## src/rtl/calc_pkg.sv

```systemverilog
// Shared constants and FSM encoding for the calculator result printer.
// Holds operator codes, ASCII bytes and the printer state enum.
package calc_pkg;

  localparam logic [2:0] OPC_SUB = 3'b001;

  localparam logic [7:0] CH_ZERO  = 8'h30;
  localparam logic [7:0] CH_MINUS = 8'h2D;
  localparam logic [7:0] CH_LF    = 8'h0A;
  localparam logic [7:0] CH_CR    = 8'h0D;

  typedef enum logic [2:0] {
    ST_IDLE  = 3'd0,
    ST_EXEC  = 3'd1,
    ST_CONV  = 3'd2,
    ST_SIGN  = 3'd3,
    ST_DIGIT = 3'd4,
    ST_EOL   = 3'd5
  } state_e;

endpackage

```

## src/rtl/calc_bin2bcd.sv

```systemverilog
// Iterative double-dabble binary to BCD converter, one bit per clock.
// bcd holds its value after done until the next start.
module calc_bin2bcd #(
  parameter int RESW = 8,
  parameter int NDIG = 3
) (
  input  logic              clk,
  input  logic              rst,
  input  logic              start,
  input  logic [RESW-1:0]   bin,
  output logic              done,
  output logic [4*NDIG-1:0] bcd
);

  localparam int CW = $clog2(RESW + 1);

  logic [RESW-1:0]   sh_q, sh_d;
  logic [4*NDIG-1:0] bcd_q, bcd_d, adj;
  logic [CW-1:0]     cnt_q, cnt_d;
  logic              done_q, done_d;

  // add-3 correction applied before each shift
  always_comb begin
    adj = bcd_q;
    for (int i = 0; i < NDIG; i++) begin
      if (adj[4*i +: 4] >= 4'd5) begin
        adj[4*i +: 4] = adj[4*i +: 4] + 4'd3;
      end
    end
  end

  always_comb begin
    sh_d   = sh_q;
    bcd_d  = bcd_q;
    cnt_d  = cnt_q;
    done_d = 1'b0;
    if (start) begin
      sh_d  = bin;
      bcd_d = '0;
      cnt_d = CW'(RESW);
    end else if (cnt_q != '0) begin
      bcd_d  = {adj[4*NDIG-2:0], sh_q[RESW-1]};
      sh_d   = {sh_q[RESW-2:0], 1'b0};
      cnt_d  = cnt_q - 1'b1;
      done_d = (cnt_q == CW'(1));
    end
  end

  always_ff @(posedge clk or posedge rst) begin
    if (rst) begin
      sh_q   <= '0;
      bcd_q  <= '0;
      cnt_q  <= '0;
      done_q <= 1'b0;
    end else begin
      sh_q   <= sh_d;
      bcd_q  <= bcd_d;
      cnt_q  <= cnt_d;
      done_q <= done_d;
    end
  end

  assign done = done_q;
  assign bcd  = bcd_q;

endmodule

```

## src/rtl/calc_result_printer.sv

```systemverilog
// Calculator front end: registers operands, prints the result as ASCII.
// Define CALC_PRINT_CRLF_EN to terminate lines with CR LF instead of LF.
module calc_result_printer
  import calc_pkg::*;
#(
  parameter int OPW  = 4,
  parameter int OPCW = 3,
  parameter int RESW = 8,
  parameter int NDIG = 3
) (
  input  logic            clk,
  input  logic            rst,
  input  logic            req_valid,
  output logic            req_ready,
  input  logic [OPW-1:0]  req_a,
  input  logic [OPW-1:0]  req_b,
  input  logic [OPCW-1:0] req_optr,
  output logic [OPW-1:0]  calc_a,
  output logic [OPW-1:0]  calc_b,
  output logic [OPCW-1:0] calc_optr,
  input  logic [RESW-1:0] calc_result,
  output logic            tx_valid,
  input  logic            tx_ready,
  output logic [7:0]      tx_data,
  output logic            busy
);

`ifdef CALC_PRINT_CRLF_EN
  localparam bit CRLF = 1'b1;
`else
  localparam bit CRLF = 1'b0;
`endif

  localparam int DW = (NDIG > 1) ? $clog2(NDIG) : 1;

  state_e            state_q, state_d;
  logic [OPW-1:0]    calc_a_q, calc_a_d;
  logic [OPW-1:0]    calc_b_q, calc_b_d;
  logic [OPCW-1:0]   calc_optr_q, calc_optr_d;
  logic              neg_q, neg_d;
  logic [DW-1:0]     dig_q, dig_d;
  logic              lf_q, lf_d;

  logic              conv_start;
  logic              conv_done;
  logic [4*NDIG-1:0] bcd;
  logic [DW-1:0]     first_idx;
  logic [3:0]        cur_digit;

  assign conv_start = (state_q == ST_EXEC);

  calc_bin2bcd #(
    .RESW (RESW),
    .NDIG (NDIG)
  ) u_bin2bcd (
    .clk   (clk),
    .rst   (rst),
    .start (conv_start),
    .bin   (calc_result),
    .done  (conv_done),
    .bcd   (bcd)
  );

  // highest nonzero digit; zero value falls back to digit 0
  always_comb begin
    first_idx = '0;
    for (int i = 0; i < NDIG; i++) begin
      if (bcd[4*i +: 4] != 4'd0) begin
        first_idx = DW'(i);
      end
    end
  end

  assign cur_digit = bcd[4*dig_q +: 4];

  always_comb begin
    state_d     = state_q;
    calc_a_d    = calc_a_q;
    calc_b_d    = calc_b_q;
    calc_optr_d = calc_optr_q;
    neg_d       = neg_q;
    dig_d       = dig_q;
    lf_d        = lf_q;
    unique case (state_q)
      ST_IDLE: begin
        if (req_valid) begin
          calc_a_d    = req_a;
          calc_b_d    = req_b;
          calc_optr_d = req_optr;
          state_d     = ST_EXEC;
        end
      end
      ST_EXEC: begin
        neg_d   = (calc_optr_q == OPCW'(OPC_SUB))
                  && (calc_a_q < calc_b_q);
        state_d = ST_CONV;
      end
      ST_CONV: begin
        if (conv_done) begin
          dig_d   = first_idx;
          state_d = neg_q ? ST_SIGN : ST_DIGIT;
        end
      end
      ST_SIGN: begin
        if (tx_ready) state_d = ST_DIGIT;
      end
      ST_DIGIT: begin
        if (tx_ready) begin
          if (dig_q == '0) begin
            lf_d    = !CRLF;
            state_d = ST_EOL;
          end else begin
            dig_d = dig_q - 1'b1;
          end
        end
      end
      ST_EOL: begin
        if (tx_ready) begin
          if (lf_q) state_d = ST_IDLE;
          else      lf_d    = 1'b1;
        end
      end
      default: state_d = ST_IDLE;
    endcase
  end

  always_ff @(posedge clk or posedge rst) begin
    if (rst) begin
      state_q     <= ST_IDLE;
      calc_a_q    <= '0;
      calc_b_q    <= '0;
      calc_optr_q <= '0;
      neg_q       <= 1'b0;
      dig_q       <= '0;
      lf_q        <= 1'b0;
    end else begin
      state_q     <= state_d;
      calc_a_q    <= calc_a_d;
      calc_b_q    <= calc_b_d;
      calc_optr_q <= calc_optr_d;
      neg_q       <= neg_d;
      dig_q       <= dig_d;
      lf_q        <= lf_d;
    end
  end

  always_comb begin
    tx_data = 8'h00;
    unique case (state_q)
      ST_SIGN:  tx_data = CH_MINUS;
      ST_DIGIT: tx_data = CH_ZERO + {4'd0, cur_digit};
      ST_EOL:   tx_data = (CRLF && !lf_q) ? CH_CR : CH_LF;
      default:  tx_data = 8'h00;
    endcase
  end

  assign tx_valid  = (state_q == ST_SIGN) || (state_q == ST_DIGIT)
                     || (state_q == ST_EOL);
  assign busy      = (state_q != ST_IDLE);
  assign req_ready = (state_q == ST_IDLE) && !rst;
  assign calc_a    = calc_a_q;
  assign calc_b    = calc_b_q;
  assign calc_optr = calc_optr_q;

endmodule

```

## config.mk

```make
export PLATFORM = sky130hd
export DESIGN_NAME = calc_result_printer
export DESIGN_NICKNAME = d
export VERILOG_FILES = /design/src/rtl/calc_pkg.sv /design/src/rtl/calc_bin2bcd.sv /design/src/rtl/calc_result_printer.sv
export SDC_FILE = /design/constraint.sdc
export NUM_CORES = 1
export LEC_CHECK = 0
export CAP_MARGIN = 20
export CORE_MARGIN = 2
export CORE_UTILIZATION = 50
export DETAILED_ROUTE_END_ITERATION = 8
export DONT_BUFFER_PORTS = 1
export PLACE_DENSITY = 0.71
export SYNTH_ARGS = -nofsm -noshare
export SYNTH_HDL_FRONTEND = slang
export SYNTH_SLANG_ARGS = --single-unit
```

## constraint.sdc

```tcl
create_clock -name clk -period 3.5 [get_ports clk]
set_input_delay 0.525 -clock clk [delete_from_list [all_inputs] [get_ports clk]]
set_output_delay 0.525 -clock clk [all_outputs]
set_load 0.02 [all_outputs]
```

**Word-level counts from Yosys, hierarchy flattened**

Index checks and enable logic that the tools add are counted.

- Output and inout port bits: 22
- Input bits: 23
- Logic and storage cells: 86
- Register bits after elaboration: 43

- Add/subtract/negate cells: 6
- Equality and inequality tests: 15
- Order comparisons: 4
- Shift-type cells: 1
- Multiplexer cells: 31
- Reduce and logical (&&, ||, !) cells: 18

Operators by type and width:

| kind | number |
|---|---|
| 3-bit 2-to-1 mux | 9 |
| 12-bit 2-to-1 mux | 2 |
| 7-bit case mux with 3 select lines | 1 |
| 3-bit case mux with 6 select lines | 1 |
| 4-bit 2-to-1 mux | 4 |
| 8-bit 2-to-1 mux | 2 |
| 2-bit != test (second input constant) | 7 |
| 4-bit by 3-bit greater-or-equal comparator with 1-bit output (second input constant) | 3 |
| 4-bit nonzero test | 3 |
| 12-bit by 5-bit variable part select with 4-bit output | 1 |
| 4-bit by 2-bit adder with 4-bit output (second input constant) | 2 |
| 2-bit 2-to-1 mux | 4 |
| 4-bit AND reduction | 2 |
| 6-bit by 4-bit adder with 7-bit output (first input constant) | 1 |
| 7-bit AND reduction | 1 |
| 3-bit by 1-bit == test with 1-bit output (second input constant) | 2 |
| 3-bit by 2-bit == test with 1-bit output (second input constant) | 2 |
| 3-bit == test (second input constant) | 2 |
| 1-bit 2-to-1 mux | 6 |
| 2-bit nonzero test | 3 |
| 4-bit by 1-bit == test with 1-bit output (second input constant) | 1 |
| 4-bit < comparator | 1 |
| 2-bit case mux with 2 select lines | 1 |
| 4-bit by 1-bit subtractor with 4-bit output (second input constant) | 1 |
| 11 further kinds | 13 |

**Depth between registers and ports, before layout**

Gate-level depths: netlist of the first run.

- Word-level depth: 5
- Gate-level depth with buffers: 7
- Depth with buffers taken out: 6

**Modules after synthesis**

Synthesis of the first run repeated with hierarchy kept, for this count alone.

- Cells, all modules: 270
- Area, all modules: 2651.3 µm²

Modules (own cells, without submodules):

| module | seq. area each (µm²) | area each (µm²) | cells an instance | times used |
|---|---|---|---|---|
| calc_bin2bcd | 625.6 | 1470.2 | 155 | 1 |
| calc_result_printer | 450.4 | 1181.1 | 115 | 1 |

**Worst setup path after synthesis of the first run**

Ideal clock, no wire load.

- Path kind: reg-to-output
- Start point: reg state_q[1]
- End point: out tx_data[0]
- Cell stages (with the launch flop): 5
- Required time: 2975 ps
- Slack: 1387 ps
- Arrival: 1588 ps
- Buffers on the path: 2
- Path through: dfrtp_1 -> buf_2 -> or3b_1 -> buf_2 -> o21ai_0

- Cells in the longest elaborated chain, start to end: 2
- Elaborated cells between the ends (all ways): 4
- Those cells by class: 3 x eq/ne; 1 x mux

RTL lines:

| item | RTL line | source |
|---|---|---|
| start, declared | calc_result_printer.sv:36 | `state_e state_q, state_d;` |
| start signal, assigned | calc_result_printer.sv:137 | `state_q <= state_d;` |
| 3-bit == test / 3-bit by 2-bit == test with 1-bit output (equally long branches) | calc_result_printer.sv:149 | `unique case (state_q)` |
| 7-bit case mux with 3 select lines * | calc_result_printer.sv:149 |  |
| end, declared | calc_result_printer.sv:24 | `output logic [7:0] tx_data,` |

Every way passes the cells marked *; elsewhere a longest branch is shown, timed or not.

**Worst setup path after layout of the first run**

- Start point: reg state_q[1]
- End point: out tx_data[2]

Same word-level chain as after synthesis.

==> results.md, run 1 <==
* Bufs and invs on worst path at 0
* Total die area at 5500 µm²
* Multi-input logic area at 1250 µm²
* Setup Buffers After CTS at 0
* Unrepaired setup endpoints after global routing: false
* Peak supply drop at 0.364 mV
* Mean Syn Cell Area at 9.66 µm²
* Root Driver: clkbuf_8
* DR vias at 1729
* Crit path arrival time at 1990 ps
* Top post-synthesis cells by area: dfrtp_1 44%, ha_1 7.6%, mux2_2 4.6%, nor2_1 4.0%, nand2_1 3.8%
* Status: completed
* Tmin final at 2520 ps
* Gates resized, CTS repair at 0
* Gate power share at 0.439
* R2r setup slk at 1550 ps
* # IOs at 45
* Pins over their slew limit at 0
* Fmax at 397 MHz
* Detailed router's first-iteration violation count at 84
* Starting Density at 0.522
* Pint at 1460 µW
* CP startpoint: state_q[1]
* Final worst path period share at 0.720
* Cell area after layout at 2600 µm²
* Placed cell area at 2480 µm²
* Post-synth top area share at 0.437
* FP Rows at 25
* Setup TNS at 0 ps
* Skew-Pair Late Insertion Delay at 310 ps
* Total track usage at 0.183
* Pre-CTS setup slack at 1320 ps
* Share of cells above drive strength 1 at 0.108
* Synth area leader: dfrtp_1
* Sequential share of the synthesized area at 0.437
* Worst setup margin at 980 ps
* ANT nets after route at 0
* Top_reg_cell synth: dfrtp_1
* Gpl congestion at 0.831
* Cts hold-fix bufs at 0
* Most common cell after layout, fill and taps aside: dfrtp_1
* Reg2Reg Launch Point: state_q[2]
* CTS HTree Levels at 2
* Critical path, cell by cell: or3b_1 -> o21ai_0
* Switching pwr at 1110 µW
* Met2 wire length at 2110 µm
* Max layer used: met4
* Pwr/cell area at 991 nW/µm²
* Reg area at 1080 µm²
* CP max stage cell: o21ai_0
* Core ar. at 4720 µm²
* CTS clk-pin slew, worst paths at 90 ps
* Via density at 5.44
* Port Buffers at 0
* Most frequent cells in the layout: 43 x dfrtp_1, 26 x nor2_1, 25 x nand2_1
* Sequential power share at 0.408
* Switching Fraction at 0.433
* Measured slew at the worst slew-check pin at 871 ps
* TritonRoute pass-1 iters at 4
* Die Span Y at 74.2 µm
* Met3 WL at 178 µm
* Crit Path Category: flop to primary output
* CP Max Fanout at 15
* Setup-failing EPs final at 0
* Async set or reset register ratio after synthesis at 1.00
* Worst path required time at 2970 ps
* First-pass GRT wire length at 7560 µm
* Clock buffer depth at 2
* Overflow after GRT at 0
* Seq cells post-synth at 43
* Vias in the first global route at 1595
* Post-synthesis cell count at 255
* Area of the mapped netlist at 2460 µm²
* EDFF count, synth at 0
* Cell variety after synth at 42
* CTS tree: built
* CP top delay family: compound AO/OA/AOI/OAI gates
* Max_cap viols at 0
* Post-route met1 wirelength at 2280 µm
* CTS Sinks at 43
* YS warnings at 0
* HP Class: primary input to async pin
* Ant. Diodes at 0
* Net count, final at 288
* Area Growth Syn to Fin at 5.38%
* Critical Path Source Type: flop
* Slew HR at 0.417
* Max incr delay on CP at 570 ps
* Drt drc at 0
* Die X at 74.2 µm
* Leakage at 0.00116 µW
* Crit path capture type: primary output
* Initial antenna violation count at 0
* Setup Skew at 7.41 ps
* Post-DP HPWL at 3210 µm
* Largest net degree at the start of global routing at 44
* Filler cells at 433
* WL final at 4640 µm
* Final hold vios at 0
* Clock Power Share at 0.153
* Num CTS Buffers at 5
* Average wire per standard cell at 14.6 µm
[sequential cells by signal, indices dropped and copies added, names as in the netlist]
| register | flops |
|---|---|
| calc_a | 4 |
| calc_b | 4 |
| calc_optr | 3 |
| dig_q | 2 |
| lf_q | 1 |
| neg_q | 1 |
| state_q | 3 |
| u_bin2bcd.bcd | 12 |
| u_bin2bcd.cnt_q | 4 |
| u_bin2bcd.done | 1 |
| u_bin2bcd.sh_q | 8 |
[metrics by stage]
step / utilization / total power, µW / hold WS (ps) / instances
6_report: 0.550 / 2570 / 240 / 318
5_1_grt: 0.550 / 2800 / 289 / 318
4_1_cts: 0.550 / 2600 / 260 / 318
3_5_place_dp: 0.526 / 2190 / 472 / 310
3_3_place_gp: 0.526 / 2160 / 475 / 310
2_1_floorplan: - / 1990 / 444 / 256
[cells in the mapped netlist, drive strengths merged (5+ instances only)]
cell / n
mux2i: 8
ha: 15
nand3: 5
a22o: 6
dfrtp: 43
nand2b: 6
nand2: 25
xnor2: 5
mux2: 13
a21oi: 14
nor2: 26
inv: 15
o21ai: 18
a31oi: 9
buf: 13
[kinds of logic after synthesis]
group / share of synthesized area
and+or+nand+nor: 0.176
AOI/OAI and AO/OA: 0.139
DFF: 0.437
buffers and inverters: 0.0564
muxes: 0.0965
adders and majority gates: 0.0762
xor gates and xnor gates: 0.0178
other: 0.00152
[worst paths after layout]
kind                              end  cells past startpoint
setup / recovery           tx_data[2]                      2
hold / removal             state_q[1]                      2
setup reg to reg            calc_a[0]                      3
hold reg to reg                  lf_q                      1
max in group asynchronous   calc_a[0]                      2
min in group clk            calc_b[1]                      2
[per-layer routing]
layer  global-route usage  vias to the layer above
li1                     -                      872
met1                0.245                      819
met2                0.286                       32
met3               0.0447                        6
met4               0.0727                        0
met5                    0                        -
[power groups by stage]
stage	logic [µW]	registers [µW]	clock network [µW]
after floorplan	1040	951	0
after global routing	1280	1090	423
final	1130	1050	394
after CTS	1150	1050	403
after global placement	1110	1050	0
after detailed placement	1140	1060	0
[area by class of cell]
cell class,instances,share of cell area
Clock buffer,5,0.0265
Clock inverter,3,0.0169
Inverter,15,0.0217
Multi-Input combinational cell,183,0.482
Sequential cell,43,0.414
Tap cell,67,0.0323
Timing Repair Buffer,2,0.00578
Note: power is estimated with default switching activity, not from simulation.
==> run 2, diff against run 1 <==
Settings changed: PLACE_DENSITY 0.71 to 0.74.
Clock period 3.5 ns to 2.2 ns, I/O delays scaled along.
==> run 2 against run 1 <==
Net effect: sequential power up 60%; via count rose by 1.4%; clock power up 25%; combinational power increased by 65%; cell area grew 0.82%; total power up 57%; critical endpoint is now req_ready; largest power group unchanged.
==> results.md, run 2 (same netlist as run 1, synthesis figures left out) <==
* Gate power share at 0.463 (+0.024)
* Overflow after GRT at 0 (unchanged)
* CTS Sinks at 43 (unchanged)
* Setup TNS at 0 ps (unchanged)
* Via density at 5.41 (-0.43%)
* Port Buffers at 0 (unchanged)
* Largest net degree at the start of global routing at 44 (unchanged)
* Vias in the first global route at 1710 (+7.2%)
* Sequential power share at 0.415 (+0.007)
* Crit path arrival time at 1740 ps (-250 ps)
* Slew HR at 0.602 (+0.185)
* Pre-CTS setup slack at 311 ps (-1010 ps)
* Worst setup margin at 130 ps (-850 ps)
* Pint at 2260 µW (+55%)
* Grt met3 use at 0.0420 (-0.00271)
* Share of cells above drive strength 1 at 0.132 (+0.0247)
* Setup Skew at 4.83 ps (-2.57 ps)
* Met2 usage at 0.293 (+0.00694)
* WL final at 4680 µm (+0.80%)
* Status: completed
* Crit Path Category: flop to primary output
* CTS clk-pin slew, worst paths at 80 ps (about the same)
* Total track usage at 0.186 (+0.00305)
* GRT busiest layer: met2
* Most common cell after layout, fill and taps aside: dfrtp_1
* Gpl congestion at 0.772 (-7.0%)
* Unrepaired setup endpoints after global routing: false
* Die Span Y at 74.2 µm (unchanged)
* Clock buffer depth at 2 (unchanged)
* Setup-failing EPs final at 0 (unchanged)
* Area Growth Syn to Fin at 6.25%
* Pins over their slew limit at 0 (unchanged)
* Post-DP HPWL at 3370 µm (+4.8%)
* Gates resized, CTS repair at 0 (unchanged)
* Critical Path Source Type: flop
* ANT nets after route at 0 (unchanged)
* Drt drc at 0 (unchanged)
* Worst path required time at 1870 ps (-1100 ps)
* Switching pwr at 1770 µW (+59%)
* Switching Fraction at 0.439 (+0.00579)
* Die X at 74.2 µm (unchanged)
* Setup Buffers After CTS at 0 (unchanged)
* Final hold vios at 0 (unchanged)
* Root Driver: clkbuf_8
* HP Class: primary input to async pin
* Crit path capture type: primary output
* CP Max Fanout at 17 (+2)
* First-pass GRT wire length at 7820 µm (+3.5%)
* TritonRoute pass-1 iters at 4 (unchanged)
* Fmax at 483 MHz
* Skew-Pair Late Insertion Delay at 290 ps (-20 ps)
* CTS tree: built
* Most frequent cells in the layout: 42 x dfrtp_1, 26 x nor2_1, 25 x nand2_1
* Final worst path period share at 0.941
* Clock Power Share at 0.122 (-0.031)
* Detailed router's first-iteration violation count at 77 (-8.3%)
* Measured slew at the worst slew-check pin at 597 ps (-274 ps)
* Max_cap viols at 0 (unchanged)
* Cts hold-fix bufs at 0 (unchanged)
* Total die area at 5500 µm² (unchanged)
* GR Layer Usage met1 at 0.255 (+0.00972)
* Leakage at 0.00117 µW (+1.2%)
* Ant. Diodes at 0 (unchanged)
* FP Rows at 25 (unchanged)
* Peak supply drop at 0.604 mV (+66%)
* Max reg flops at 12 (unchanged)
* Tmin final at 2070 ps
* Average wire per standard cell at 14.4 µm (-1.1%)
* Pwr/cell area at 1540 nW/µm² (+56%)
* Core ar. at 4720 µm² (unchanged)
* Starting Density at 0.522 (unchanged)
* Num CTS Buffers at 5 (unchanged)
* CTS HTree Levels at 2 (unchanged)
* Initial antenna violation count at 0 (unchanged)
* Net count, final at 294 (+2.1%)
* DR vias at 1754 (+1.4%)
* # IOs at 45 (unchanged)
==> run 2: cell count changes in the layout (fill, tap and decap cells not counted), sizes merged <==
cell / delta
bufinv: -1
clkinvlp: +1
clkinv: -1
buf: +6
clkbuf: +1
==> run 2: worst max-delay path, stage by stage (launching register included) <==
cell and delay [ps]:
dfrtp_1 560, or3_1 540, nor2_1 350
==> run 2: area by class of cell <==
| cell class | instances | area (µm²) |
|---|---|---|
| flip-flops and latches | 43 | 1080 |
| fillers | 437 | 2110 |
| well taps | 67 | 83.8 |
| clock buffers | 6 | 72.6 |
| clock inverters | 2 | 12.5 |
| repair buffers | 8 | 60.1 |
| inverters | 15 | 56.3 |
| multi-input cells | 183 | 1250 |
==> run 2: final timing paths <==
kind	start	end	slack, ps	depth (start not counted)
setup / recovery	state_q[0]	req_ready	130	2
hold / removal	rst	state_q[2]	70	2
setup reg to reg	dig_q[0]	state_q[1]	310	5
hold reg to reg	lf_q	lf_q	490	1
max in group asynchronous	rst	state_q[1]	1740	2
min in group clk	req_b[1]	calc_b[1]	150	2
==> run 2: power by group through the flow <==
stage	sequential (µW)	clock (µW)	combinational, µW
after CTS	1670	509	1890
final	1680	491	1870
after global placement	1670	0	1810
after detailed placement	1690	0	1880
after global routing	1740	542	2130
after floorplan	1510	0	1650
==> run 2: stage by stage <==
step	area, µm²	cells	utilization	total power (µW)	hold slack, ps
CTS	2610	324	0.553	4070	74.7
global placement	2530	316	0.535	3480	403
floorplan	2470	256	-	3170	444
global route	2620	324	0.554	4420	102
detailed placement	2530	316	0.535	3570	399
finish	2620	324	0.554	4040	65.5
==> run 2: metal layers <==
metal / wire length (µm) / share of wire / vias up
met5: 0 / 0 / -
met4: 62 / 0.013 / 0
met3: 195 / 0.042 / 5
met2: 2170 / 0.46 / 31
met1: 2260 / 0.48 / 841
li1: - / - / 877
==> run 3, diff against run 2 <==
Settings changed: GPL_TIMING_DRIVEN set to 0.
Clock period 2.2 ns to 1.8 ns, I/O delays scaled along.
==> run 3 against run 2 <==
Net effect: the flow now finishes with violations (setup timing); via count increased by 9.9%; non-clock buffer count up 24; count of clock-buffer cells in the layout is 1 lower; final cell count increased by 7.4%; clock power up 85%; critical path depth grew 2; critical endpoint is now tx_data[2]; largest power group unchanged.
==> results.md, run 3 (same netlist as run 1, synthesis figures left out) <==
* Tot Pwr at 5700 µW (+41%)
* Core ar. at 4720 µm² (unchanged)
* Final worst path period share at 1.02
* Slew HR at 0.633 (+0.0310)
* Pint at 3320 µW (+47%)
* Max reg flops at 12 (unchanged)
* Post-DP HPWL at 3560 µm (+5.6%)
* Gate power share at 0.497 (+0.034)
* GRT busiest layer: met2
* Largest net degree at the start of global routing at 32 (-27%)
* Ant. Diodes at 0 (unchanged)
* Drt drc at 0 (unchanged)
* Switching Fraction at 0.418 (-0.0216)
* Grt met3 use at 0.0407 (-0.00136)
* Pre-CTS setup slack at -215 ps (-526 ps)
* DR vias at 1927 (+9.9%)
* Measured slew at the worst slew-check pin at 549 ps (-48.5 ps)
* Sequential power share at 0.343 (-0.072)
* Root Driver: clkbuf_8
* Vias in the first global route at 1885 (+10%)
* Total track usage at 0.210 (+0.0243)
* WL final at 5350 µm (+14%)
* CTS HTree Levels at 2 (unchanged)
* Skew-Pair Late Insertion Delay at 310 ps (+20 ps)
* Pwr/cell area at 1950 nW/µm² (+26%)
* Port Buffers at 0 (unchanged)
* Placed cell area at 2570 µm² (+1.8%)
* Detailed router's first-iteration violation count at 71 (-7.8%)
* Num CTS Buffers at 5 (unchanged)
* Gpl congestion at 0.810 (+4.9%)
* Crit path capture type: primary output
* Via density at 5.54 (+2.3%)
* Total die area at 5500 µm² (unchanged)
* Most used cell, CP: buf_6
* Tmin final at 1840 ps
* Net count, final at 318 (+8.2%)
* First-pass GRT wire length at 8770 µm (+12%)
* Critical path, cell by cell: buf_6 -> or3b_1 -> buf_6 -> o21ai_4
* Cell area after layout at 2930 µm² (+12%)
* TritonRoute pass-1 iters at 4 (unchanged)
* ANT nets after route at 0 (unchanged)
* CP Max Fanout at 7 (-10)
* Area Growth Syn to Fin at 18.9%
* HP Class: primary input to flop
* Leakage at 0.00132 µW (+13%)
* # IOs at 45 (unchanged)
* Failing checks: setup timing
* Pins over their slew limit at 0 (unchanged)
* CP max stage cell: dfrtp_1
* Most frequent cells in the layout: 40 x dfrtp_1, 25 x nand2_1, 24 x nor2_1
* Unrepaired setup endpoints after global routing: true
* Average wire per standard cell at 15.4 µm (+6.3%)
* CTS clk-pin slew, worst paths at 90 ps (about the same)
* Worst setup margin at -42.2 ps (-172 ps)
* Switching pwr at 2380 µW (+34%)
* R2r setup slk at -30 ps (-340 ps)
* Critical Path Source Type: flop
* Status: finished, violations left
* Max_cap viols at 0 (unchanged)
* Dpl cells at 324 (+2.5%)
* Final cell count without fillers at 348 (+7.4%)
* CTS Sinks at 43 (unchanged)
* Setup TNS at -222 ps (-222 ps)
* Setup-failing EPs final at 8 (+8)
* Setup Skew at 8.51 ps (+3.68 ps)
* GR Layer Usage met1 at 0.283 (+0.0280)
* Overflow after GRT at 0 (unchanged)
* Crit path arrival time at 1570 ps (-170 ps)
* Most common cell after layout, fill and taps aside: dfrtp_1
* Clock Power Share at 0.160 (+0.038)
* Starting Density at 0.522 (unchanged)
* Worst path required time at 1530 ps (-340 ps)
* CTS tree: built
* Crit Path Category: flop to primary output
* Share of cells above drive strength 1 at 0.253 (+0.120)
* Fmax at 543 MHz
* Initial antenna violation count at 0 (unchanged)
* Peak supply drop at 0.968 mV (+60%)
* Die X at 74.2 µm (unchanged)
* Max incr delay on CP at 420 ps (-140 ps)
* Clock buffer depth at 2 (unchanged)
* Met2 usage at 0.329 (+0.0367)
* FP Rows at 25 (unchanged)
* Die Span Y at 74.2 µm (unchanged)
* Final hold vios at 0 (unchanged)
run 3: cell types whose count changed in the layout (fill, tap and decap cells not counted), sizes merged:
| cell | previous run | this run |
|---|---|---|
| dlygate4sd3 | 0 | 1 |
| buf | 8 | 30 |
| bufinv | 0 | 2 |
| clkinv | 1 | 0 |
run 3: worst max-delay path, delay by kind of cell, from the launching register on:
family	cells	cell delay, ps
AOI/OAI and AO/OA	1	200
buffers and inverters	2	290
and+or+nand+nor	1	350
DFF	1	420
run 3: timing repair:
item / CTS / global route
gates resized for setup: 25 / 3
hold endpoints to repair: 12 / 0
pin swaps: 3 / 1
setup buffers: 15 / 3
hold buffers: 1 / 0
setup endpoints to repair: 14 / 21
run 3: power groups by stage:
stage	sequential [µW]	clock, µW	combinational (µW)
floorplan	1850	0	2020
global placement	1950	0	2350
detailed placement	1960	0	2430
CTS	1950	922	2770
global route	2020	960	3170
finish	1960	910	2830
run 3: cell type report:
type	instances	area, µm²
repair buffers	20	169
plain buffers	12	88.8
clock inverters	3	67.6
inverters	15	56.3
well taps	67	83.8
flip-flops and latches	43	1080
multi-input cells	183	1320
clock buffers	5	68.8
fillers	396	1790
run 3: final timing paths:
kind / startpoint / endpoint / cells past startpoint
hold / removal: req_b[3] / calc_b[3] / 2
min in group asynchronous: rst / state_q[2] / 2
setup / recovery: state_q[2] / tx_data[2] / 4
max in group asynchronous: rst / state_q[0] / 3
hold reg to reg: lf_q / lf_q / 1
setup reg to reg: state_q[2] / state_q[0] / 5
run 3: through the flow:
stage,hold WS [ps],utilization
2_1_floorplan,387,-
3_3_place_gp,393,0.541
3_5_place_dp,139,0.545
4_1_cts,69.6,0.614
5_1_grt,92.3,0.620
6_report,80.2,0.620
run 3: per-layer routing:
layer | vias to the layer above | routed length, µm
met1 | 947 | 2460
met4 | 0 | 116
li1 | 931 | -
met2 | 37 | 2560
met5 | - | 0
met3 | 12 | 201
